`src/rtl/stream_decryptor.sv`:
```
// Byte-serial Vigenere decryptor over 'A'..'Z' with a loadable key RAM,
// a one-entry output register and MSG_LEN message framing.
module stream_decryptor #(
  parameter int MSG_LEN = 6,
  parameter int SEC_LEN = 7,
  localparam int KW = (SEC_LEN > 1) ? $clog2(SEC_LEN) : 1,
  localparam int CW = (MSG_LEN > 1) ? $clog2(MSG_LEN) : 1
) (
  input  logic          clk,
  input  logic          rst,
  input  logic          key_wr,
  input  logic [KW-1:0] key_idx,
  input  logic [7:0]    key_data,
  output logic          key_err,
  input  logic          in_valid,
  output logic          in_ready,
  input  logic [7:0]    in_data,
  input  logic          in_last,
  output logic          out_valid,
  input  logic          out_ready,
  output logic [7:0]    out_data,
  output logic          out_last,
  output logic          out_err,
  output logic          len_err,
  output logic          busy
);

  // Handshake: a byte moves on in_* when in_valid && in_ready at the rising
  // edge, and leaves on out_* when out_valid && out_ready at the rising edge.

  typedef enum logic { IDLE = 1'b0, RUN = 1'b1 } state_t;

  state_t        state_q, state_d;
  logic [CW-1:0] cnt_q, cnt_d;
  logic [KW-1:0] kidx_q, kidx_d;
  logic          ov_q, ov_d;
  logic [7:0]    od_q, od_d;
  logic          ol_q, ol_d;
  logic          oe_q, oe_d;
  logic          len_err_q, len_err_d;
  logic          key_err_q, key_err_d;
  logic [4:0]    key_q [SEC_LEN];

  logic          key_we;
  logic          key_ok;
  logic [4:0]    key_pos;
  logic          in_ok;
  logic [4:0]    in_pos;
  logic [4:0]    key_k;
  logic [5:0]    diff;
  logic [7:0]    dec;
  logic          accept;
  logic          cnt_max;
  logic          final_byte;

  assign key_ok  = (key_data >= 8'h41) && (key_data <= 8'h5A);
  assign key_pos = key_ok ? 5'(key_data - 8'h41) : 5'd0;
  assign key_we  = (state_q == IDLE) && key_wr && (int'(key_idx) < SEC_LEN);

  assign in_ok   = (in_data >= 8'h41) && (in_data <= 8'h5A);
  assign in_pos  = 5'(in_data - 8'h41);
  assign key_k   = key_q[kidx_q];

  // Adding 26 before subtracting keeps the difference non-negative in 6 bits.
  always_comb begin
    diff = 6'(in_pos) + 6'd26 - 6'(key_k);
    if (diff >= 6'd26) diff = diff - 6'd26;
    dec = 8'h41 + 8'(diff);
  end

  assign in_ready   = (state_q == RUN) && (!ov_q || out_ready);
  assign accept     = in_valid && in_ready;
  assign cnt_max    = (cnt_q == CW'(MSG_LEN - 1));
  assign final_byte = in_last || cnt_max;

  always_comb begin
    state_d   = state_q;
    cnt_d     = cnt_q;
    kidx_d    = kidx_q;
    ov_d      = ov_q;
    od_d      = od_q;
    ol_d      = ol_q;
    oe_d      = oe_q;
    len_err_d = len_err_q;
    key_err_d = key_err_q;

    if (key_we && !key_ok) key_err_d = 1'b1;

    if (ov_q && out_ready) ov_d = 1'b0;

    case (state_q)
      IDLE: begin
        if (!key_wr && in_valid) state_d = RUN;
      end
      RUN: begin
        if (accept) begin
          ov_d = 1'b1;
          od_d = in_ok ? dec : in_data;
          oe_d = !in_ok;
          ol_d = final_byte;
          if ((in_last && !cnt_max) || (!in_last && cnt_max)) len_err_d = 1'b1;
          if (final_byte) begin
            cnt_d   = '0;
            kidx_d  = '0;
            state_d = IDLE;
          end else begin
            cnt_d = cnt_q + 1'b1;
            // Pass-through bytes do not consume a key position.
            if (in_ok) kidx_d = (kidx_q == KW'(SEC_LEN - 1)) ? '0 : kidx_q + 1'b1;
          end
        end
      end
      default: state_d = IDLE;
    endcase
  end

  always_ff @(posedge clk or posedge rst) begin
    if (rst) begin
      state_q   <= IDLE;
      cnt_q     <= '0;
      kidx_q    <= '0;
      ov_q      <= 1'b0;
      od_q      <= 8'h00;
      ol_q      <= 1'b0;
      oe_q      <= 1'b0;
      len_err_q <= 1'b0;
      key_err_q <= 1'b0;
    end else begin
      state_q   <= state_d;
      cnt_q     <= cnt_d;
      kidx_q    <= kidx_d;
      ov_q      <= ov_d;
      od_q      <= od_d;
      ol_q      <= ol_d;
      oe_q      <= oe_d;
      len_err_q <= len_err_d;
      key_err_q <= key_err_d;
    end
  end

  always_ff @(posedge clk or posedge rst) begin
    if (rst) begin
      for (int i = 0; i < SEC_LEN; i++) key_q[i] <= 5'd0;
    end else if (key_we) begin
      key_q[key_idx] <= key_pos;
    end
  end

  assign out_valid = ov_q;
  assign out_data  = od_q;
  assign out_last  = ol_q;
  assign out_err   = oe_q;
  assign len_err   = len_err_q;
  assign key_err   = key_err_q;
  assign busy      = (state_q == RUN);

endmodule

```
`config.mk`:
```
export PLATFORM = sky130hd
export DESIGN_NAME = stream_decryptor
export DESIGN_NICKNAME = d
export VERILOG_FILES = /design/src/rtl/stream_decryptor.sv
export SDC_FILE = /design/constraint.sdc
export NUM_CORES = 1
export LEC_CHECK = 0
export BUFFER_PORTS_ARGS = -buffer_cell sky130_fd_sc_hd__buf_4
export CAP_MARGIN = 20
export CORE_MARGIN = 1.5
export CORE_UTILIZATION = 50
export DETAILED_ROUTE_END_ITERATION = 10
export GPL_ROUTABILITY_DRIVEN = 0
export PLACE_DENSITY = 0.78
export SLEW_MARGIN = 20
export SYNTH_ARGS = -nofsm -noshare
export SYNTH_HDL_FRONTEND = slang
export SYNTH_SLANG_ARGS = --single-unit
```
`constraint.sdc`:
```
create_clock -name clk -period 3.8 [get_ports clk]
set_input_delay 0.19 -clock clk [delete_from_list [all_inputs] [get_ports clk]]
set_output_delay 0.19 -clock clk [all_outputs]
set_load 0.005 [all_outputs]
```
==> results of run 1 <==
## through the flow
step                area (sq um)   util  power (W)  worst slack, ps  std cells
detailed placement          3710  0.581    0.00132             75.4        440
global route                3840  0.601    0.00182             6.54        448
finish                      3840  0.601    0.00172              171        448
global placement            3710  0.580    0.00130              177        440
floorplan                   3310      -    0.00111             5.16        329
CTS                         3820  0.598    0.00171             34.2        448
## timing repair
action,CTS,global route
hold buffers,0,0
endpoints found under the hold margin,0,0
gates resized for setup,0,6
endpoints found under the setup margin,0,5
## cells in the mapped netlist, drive strengths merged (2+ instances only)
| master | count |
|---|---|
| clkbuf | 11 |
| mux4 | 5 |
| ha | 20 |
| xnor2 | 6 |
| inv | 18 |
| mux2 | 19 |
| nor3 | 5 |
| o21bai | 3 |
| nand3b | 3 |
| nor2b | 5 |
| or2 | 2 |
| nor2 | 26 |
| a21boi | 2 |
| xor2 | 3 |
| nand3 | 5 |
| dfrtp | 55 |
| nor3b | 4 |
| nand2 | 43 |
| o21a | 2 |
| mux2i | 9 |
| and3 | 5 |
| a21oi | 18 |
| o21ai | 16 |
| o211ai | 2 |
| a31oi | 3 |
| o31ai | 18 |
| and2 | 2 |
## power by group
| group | internal (W) | total [W] | switching, W |
|---|---|---|---|
| Clock | 0.000200 | 0.000395 | 0.000196 |
| Sequential | 0.000669 | 0.000727 | 0.0000571 |
| Combinational | 0.000283 | 0.000596 | 0.000312 |
## worst max path at each step
stage               startpoint          end  cells past startpoint  slack [ps]
floorplan            kidx_q[0]  out_data[4]                     15           5
global placement     kidx_q[0]  out_data[4]                     14         180
detailed placement   kidx_q[0]  out_data[4]                     14          80
CTS                  kidx_q[0]  out_data[4]                     15          30
global route         kidx_q[0]  out_data[4]                     14           7
finish               kidx_q[0]  out_data[4]                     13         170
## registers in the layout (all words and copies together), names as in the netlist
| register | cells |
|---|---|
| len_err | 1 |
| out_data | 8 |
| out_last | 1 |
| busy | 1 |
| out_err | 1 |
| key_err | 1 |
| kidx_q | 3 |
| key_q | 35 |
| out_valid | 1 |
| cnt_q | 3 |
## placed cells by master (no fill, tap or decap), types with 5 or more instances in the layout
cell type,synthesis,routed
a21oi_1,18,18
and3_1,5,5
buf_4,0,45
clkbuf_8,0,5
dfrtp_1,55,54
ha_1,20,19
inv_1,18,17
mux2_2,19,19
mux2i_1,9,8
mux4_2,5,5
nand2_1,43,43
nand3_1,5,5
nor2_1,26,25
nor2b_1,5,5
nor3_1,5,5
o21ai_0,13,13
o31ai_1,17,16
xnor2_1,6,6
## cell families (layout without fill, tap and decap cells)
family | Yosys count | count (layout)
compound gates | 76 | 76
xor+xnor | 9 | 9
fa+ha+maj | 21 | 21
buf+inv | 29 | 71
flops | 55 | 55
mux | 33 | 33
simple gates | 106 | 106
## metal layers
| layer | part of all wire | global-route usage | vias up |
|---|---|---|---|
| li1 | - | - | 1257 |
| met3 | 0.029 | 0.0324 | 12 |
| met5 | 0 | 0 | - |
| met4 | 0.019 | 0.0630 | 0 |
| met2 | 0.50 | 0.371 | 60 |
| met1 | 0.45 | 0.271 | 1267 |
## cell type report
| class | instances | area share |
|---|---|---|
| Clock inverter | 2 | 0.0101 |
| Timing Repair Buffer | 45 | 0.0880 |
| Tap cell | 77 | 0.0251 |
| Multi-Input combinational cell | 245 | 0.481 |
| Clock buffer | 6 | 0.0189 |
| Inverter | 18 | 0.0183 |
| Sequential cell | 55 | 0.359 |
==> summary.txt, run 1 <==
Status
  • Run status: complete, but fails checks
  • Failing checks: negative hold slack

Setup path
  • RR Endpoint: out_data[4]
  • Worst R2R Setup Slack: 170 ps
  • Critical-path cell list: mux4_2 > nor2_1 > a21oi_1 > ha_1 > inv_1 > ha_1 > fa_2 > inv_1 > ha_2 > or4_4 > o211ai_2 > a32oi_1 > o31ai_2
  • CP Capture Type: register
  • Crit path arrival time: slightly below 4000 ps
  • Req. time, crit path: 4020 ps
  • Max incr delay on CP: 580 ps
  • Critical path type: reg2reg
  • Critical Path Start Type: register
  • Worst path top cell family by delay: adder cells
  • Reg2Reg Depth: 13
  • CP max stage cell: fa_2
  • RR Startpoint: kidx_q[0]
  • CP Max Fanout: 5
  • Worst Path Buf+Inv: 2

Clock tree
  • CTS root buf: clkbuf_8
  • CTS Buf Count: 5
  • Post-CTS setup buffers: 0
  • H-Tree Depth: 2
  • Worst-case clock buffer depth: 2
  • Clk pin slew, worst setup/hold paths: 100 ps
  • CTS tree: built
  • CTS Sinks: 55
  • Clk_lat worst skew: 310 ps

Timing
  • RSZ-0062 raised after global routing: no
  • Worst slew pin tran: between 800 and 900 ps
  • Hold slack: -25.3 ps
  • Fin. Hold Viols: 55
  • # setup viols final: 0
  • Fin crit share: 0.955
  • Maximum clock rate: 0.276 GHz
  • Skew final: between 5 and 6 ps
  • Fin. max-slew vios: 0
  • Relative slew margins: 0.421
  • Final min period: 3630 ps
  • Setup TNS: 0 ps

Layout
  • Register area: 1380 sq um
  • Fillers: 560
  • Area Overhead vs Synth: 16.0%
  • Layout cells sized above 1: 0.256
  • Diode count: 0
  • Multi-input logic area: 1840 sq um
  • Nets@finish: 416

Logic synthesis
  • Seq/Total Area, Yosys: 0.416
  • Synth Area in Compound Gates: 0.164
  • Mapped cell area: roughly 3300 sq um
  • Asr flop ratio synth: 1.00
  • Synthesized-area fraction occupied by adder cells: 0.0817
  • Synthesis-stage register bit count: 55
  • Yosys top cell by area: dfrtp_1
  • Post-Syn Nets: 375
  • Largest family of logic cells by synthesized area: compound AO/OA/AOI/OAI gates
  • XOR/XNOR Fraction of Synth Area: 0.0261
  • Mapped Cells: 329
  • Synth Area in Simple Gates: 0.154
  • Yosys warning total: 0
  • Largest cells by area after synthesis: dfrtp_1 42%, ha_1 7.6%, mux2_2 6.5%
  • Mux contribution to synthesized area: 0.126
  • Yosys top cell area share: 0.416
  • Yosys cell types: between 50 and 60
  • Number of synthesized flops with an enable pin: 0
  • Synth Flop Type: dfrtp_1
  • Synth Area per Inst: 10.1 sq um

Flow run
  • Max Cap Viol: 0

Floorplanning
  • Die footprint: 7110 sq um
  • Die Wd: 84.3 um
  • Starting Density: 0.518
  • I/O pin count: 40
  • Die Y: 84.3 um
  • Row count: 29
  • Core Region: 6390 sq um

Route
  • Final wirelength: 7.20 mm
  • Antenna Nets Post-Route: 0
  • DR WL/cell: 16.1 um
  • Drt pass-1 iters: 7
  • Vias per cell: between 5 and 6
  • Detailed-route via count: 2596
  • Initial DRC Count: approximately 150
  • # DRC: 0

Global routing
  • Vias in the first global route: 2628
  • First-pass GRT wire length: between 10 and 15 mm
  • Gr usage total: 0.211
  • Initial antenna violation count: 0
  • Grt total ovfl: 0
  • Largest net degree at the start of global routing: 56

Power
  • Pwr/cell area: 448 nW/um^2
  • Worst vdd ir: 0.306 mV
  • Pleak: 1.75 nW

Worst hold path
  • Hold Path Class: in2async

Placement
  • Hpwl dp: about 5.5 mm
  • Number of port buffers: 39
Note: power is estimated with default switching activity, not from simulation.
==> run 2, diff against run 1 <==
ABC_AREA = 1   (was default)
GPL_TIMING_DRIVEN = 0   (was default)
==> run 2 against run 1 <==
Effect of this change: the flow now finishes without violations; area after synthesis decreased by 2.5%; non-clock buffer count increased by 6; sequential power increased by 7.4%; largest power group is now combinational cells; clock skew increased by 9.2 ps; global-route usage increased by 0.59 points; die area decreased by 2.4%; first-iteration DRC count decreased by 24%; critical path type unchanged; worst setup slack improved by 140 ps.
==> summary.txt, run 2 <==
Status
  • Run status: finished clean

Power
  • Switching share of power: 0.457
  • Clock share of power: 0.123
  • Sequential share of power: 0.298
  • Pwr/cell area: 691 nW/um^2
  • Pleak: 1.91 nW
  • Internal Power: about 0.0014 W
  • Comb pwr share: 0.580
  • Psw: 0.00120 W
  • Worst vdd ir: around 0.37 mV

Floorplanning
  • I/O pin count: 40
  • Starting Density: 0.514
  • Die footprint: 6940 sq um
  • Core Region: between 6000 and 7000 sq um
  • Row count: 29
  • Die Y: 83.3 um
  • Die Wd: around 83 um

Logic synthesis
  • Mapped Cells: 417
  • Synth Flop Type: dfrtp_1
  • Yosys warning total: 0
  • Yosys cell types: 34
  • Asr flop ratio synth: 1.00
  • Synthesis-stage register bit count: 55
  • Seq/Total Area, Yosys: 0.427
  • Largest cells by area after synthesis: dfrtp_1 43%, nand2_1 13%, ha_1 7.8%
  • Commonest cells in the netlist: 112 x nand2_1, 57 x inv_1, 55 x dfrtp_1
  • Mapped cell area: 3230 sq um
  • Yosys top cell by area: dfrtp_1
  • Post-Syn Nets: between 400 and 500
  • Top-count cell post-synth: nand2_1
  • Synth Area per Inst: 7.74 sq um
  • Number of synthesized flops with an enable pin: 0
  • Yosys top cell area share: 0.427

Flow run
  • Max Cap Viol: 0

Layout
  • Nets@finish: 516
  • Max FFs per register: 35
  • Diode count: 0
  • Commonest non-fill, non-tap cell in the layout: nand2_1
  • Final std cells w/o fill: 548
  • Area Overhead vs Synth: 17.6%
  • Commonest non-fill, non-tap cells in the layout: 111 x nand2_1, 56 x inv_1, 54 x dfrtp_1
  • Largest Register: key_q
  • Layout cells sized above 1: 0.161
  • Fillers: around 570

Clock tree
  • Clk pin slew, worst setup/hold paths: 100 ps
  • H-Tree Depth: 2
  • CTS root buf: clkbuf_8
  • CTS Buf Count: 5
  • Worst-case clock buffer depth: 2
  • CTS Sinks: 55
  • Clk_lat worst skew: 310 ps
  • CTS tree: built

Route
  • Drt pass-1 iters: 4
  • # DRC: 0
  • Final wirelength: 7.22 mm
  • Detailed-route via count: 2897
  • DR WL/cell: 13.2 um
  • Initial DRC Count: 115
  • Vias per cell: 5.29
  • Antenna Nets Post-Route: 0

Timing
  • Maximum clock rate: 0.287 GHz
  • Fin. max-slew vios: 0
  • Hold slack: 79.3 ps
  • # setup viols final: 0
  • Fin crit share: 0.917
  • Final Worst Setup Slack: 316 ps
  • Skew final: ~15 ps
  • Fin. Hold Viols: 0
  • Worst slew pin tran: 663 ps
  • Final min period: 3480 ps
  • Setup TNS: 0 ps
  • Relative slew margins: 0.558

Global routing
  • Initial antenna violation count: 0
  • Gr usage total: 0.217
  • First-pass GRT wire length: 12.3 mm
  • Largest net degree at the start of global routing: 56
  • Grt total ovfl: 0
  • Vias in the first global route: 2776

Setup path
  • Critical path type: reg2reg
  • Crit path arrival time: approximately 3700 ps
  • CP Max Fanout: 10
  • CP Capture Type: register
  • Req. time, crit path: 4020 ps
  • Critical Path Start Type: register
  • Reg2Reg Depth: 24

Worst hold path
  • Hold Path Class: in2reg
  • Hold depth: 3

Placement
  • DP Worst Slack: -78.2 ps
  • Placed cells: approximately 530
  • Number of port buffers: 39
  • Hpwl dp: 5.58 mm
run 2: final cells by class:
class | count | area (sq um) | area share
multi-input cells | 298 | 1630 | 0.430
flip-flops and latches | 55 | 1380 | 0.363
repair buffers | 47 | 355 | 0.0936
inverters | 59 | 228 | 0.0600
well taps | 77 | 96.3 | 0.0254
clock buffers | 7 | 76.3 | 0.0201
plain buffers | 4 | 20.0 | 0.00528
clock inverters | 1 | 8.76 | 0.00231
run 2: cell families (layout without fill, tap and decap cells):
logic type | after synthesis | in the layout | synth area share
and+or+nand+nor | 188 | 188 | 0.251
AOI/OAI and AO/OA | 82 | 82 | 0.145
buffers and inverters | 64 | 118 | 0.0745
DFF | 55 | 55 | 0.427
adders and majority gates | 21 | 21 | 0.0838
xor gates and xnor gates | 6 | 6 | 0.0163
muxes | 1 | 1 | 0.00310
run 2: final timing paths:
kind                             from     endpoint  slack, ps
min in group asynchronous         rst    out_valid        550
max in group asynchronous         rst    kidx_q[0]       2780
max reg2reg                 kidx_q[0]  out_data[4]        320
min reg2reg                   key_err      key_err        490
min                        in_data[7]  out_data[7]         80
max                         kidx_q[0]  out_data[4]        320
run 2: critical path, cell delays in order (launching register included):
cell	delay, ps
dfrtp_2	470
inv_1	90
clkbuf_4	200
nor2_1	100
o211ai_1	100
nand2_1	80
o211ai_1	90
ha_1	280
inv_1	40
ha_1	220
fa_1	420
nand2_2	110
nand2_2	90
nor2_4	110
nand3_2	130
nand2_2	100
nand2_1	60
and2_1	140
ha_1	180
inv_1	90
nor2_4	50
nand2_1	60
nand2_1	50
nand3_1	70
nand2_1	50
run 2: power groups by stage:
stage / clock, W / combinational, W / sequential [W]
after floorplan: 0 / 0.00109 / 0.000771
after global placement: 0 / 0.00141 / 0.000774
after detailed placement: 0 / 0.00146 / 0.000779
after CTS: 0.000327 / 0.00145 / 0.000781
after global routing: 0.000346 / 0.00175 / 0.000797
final: 0.000322 / 0.00152 / 0.000781
run 2: per-layer routing:
metal / track usage / share of wire
met5: 0 / 0
met4: 0.0697 / 0.014
met3: 0.0278 / 0.047
met2: 0.382 / 0.51
met1: 0.277 / 0.43
run 2: what timing repair did:
| action | 4_1_cts | 5_1_grt |
|---|---|---|
| buffers inserted | 0 | 7 |
| hold buffers | 1 | 0 |
| resized for setup | 1 | 15 |
| hold endpoints to repair | 5 | 0 |
| setup endpoints to repair | 2 | 5 |
| cloned | 0 | 0 |
run 2: per-stage QoR:
stage / utilization / area (sq um) / total power, W
floorplan: - / 3230 / 0.00186
global placement: 0.576 / 3620 / 0.00218
detailed placement: 0.576 / 3620 / 0.00224
CTS: 0.591 / 3710 / 0.00256
global route: 0.605 / 3790 / 0.00289
finish: 0.605 / 3790 / 0.00262
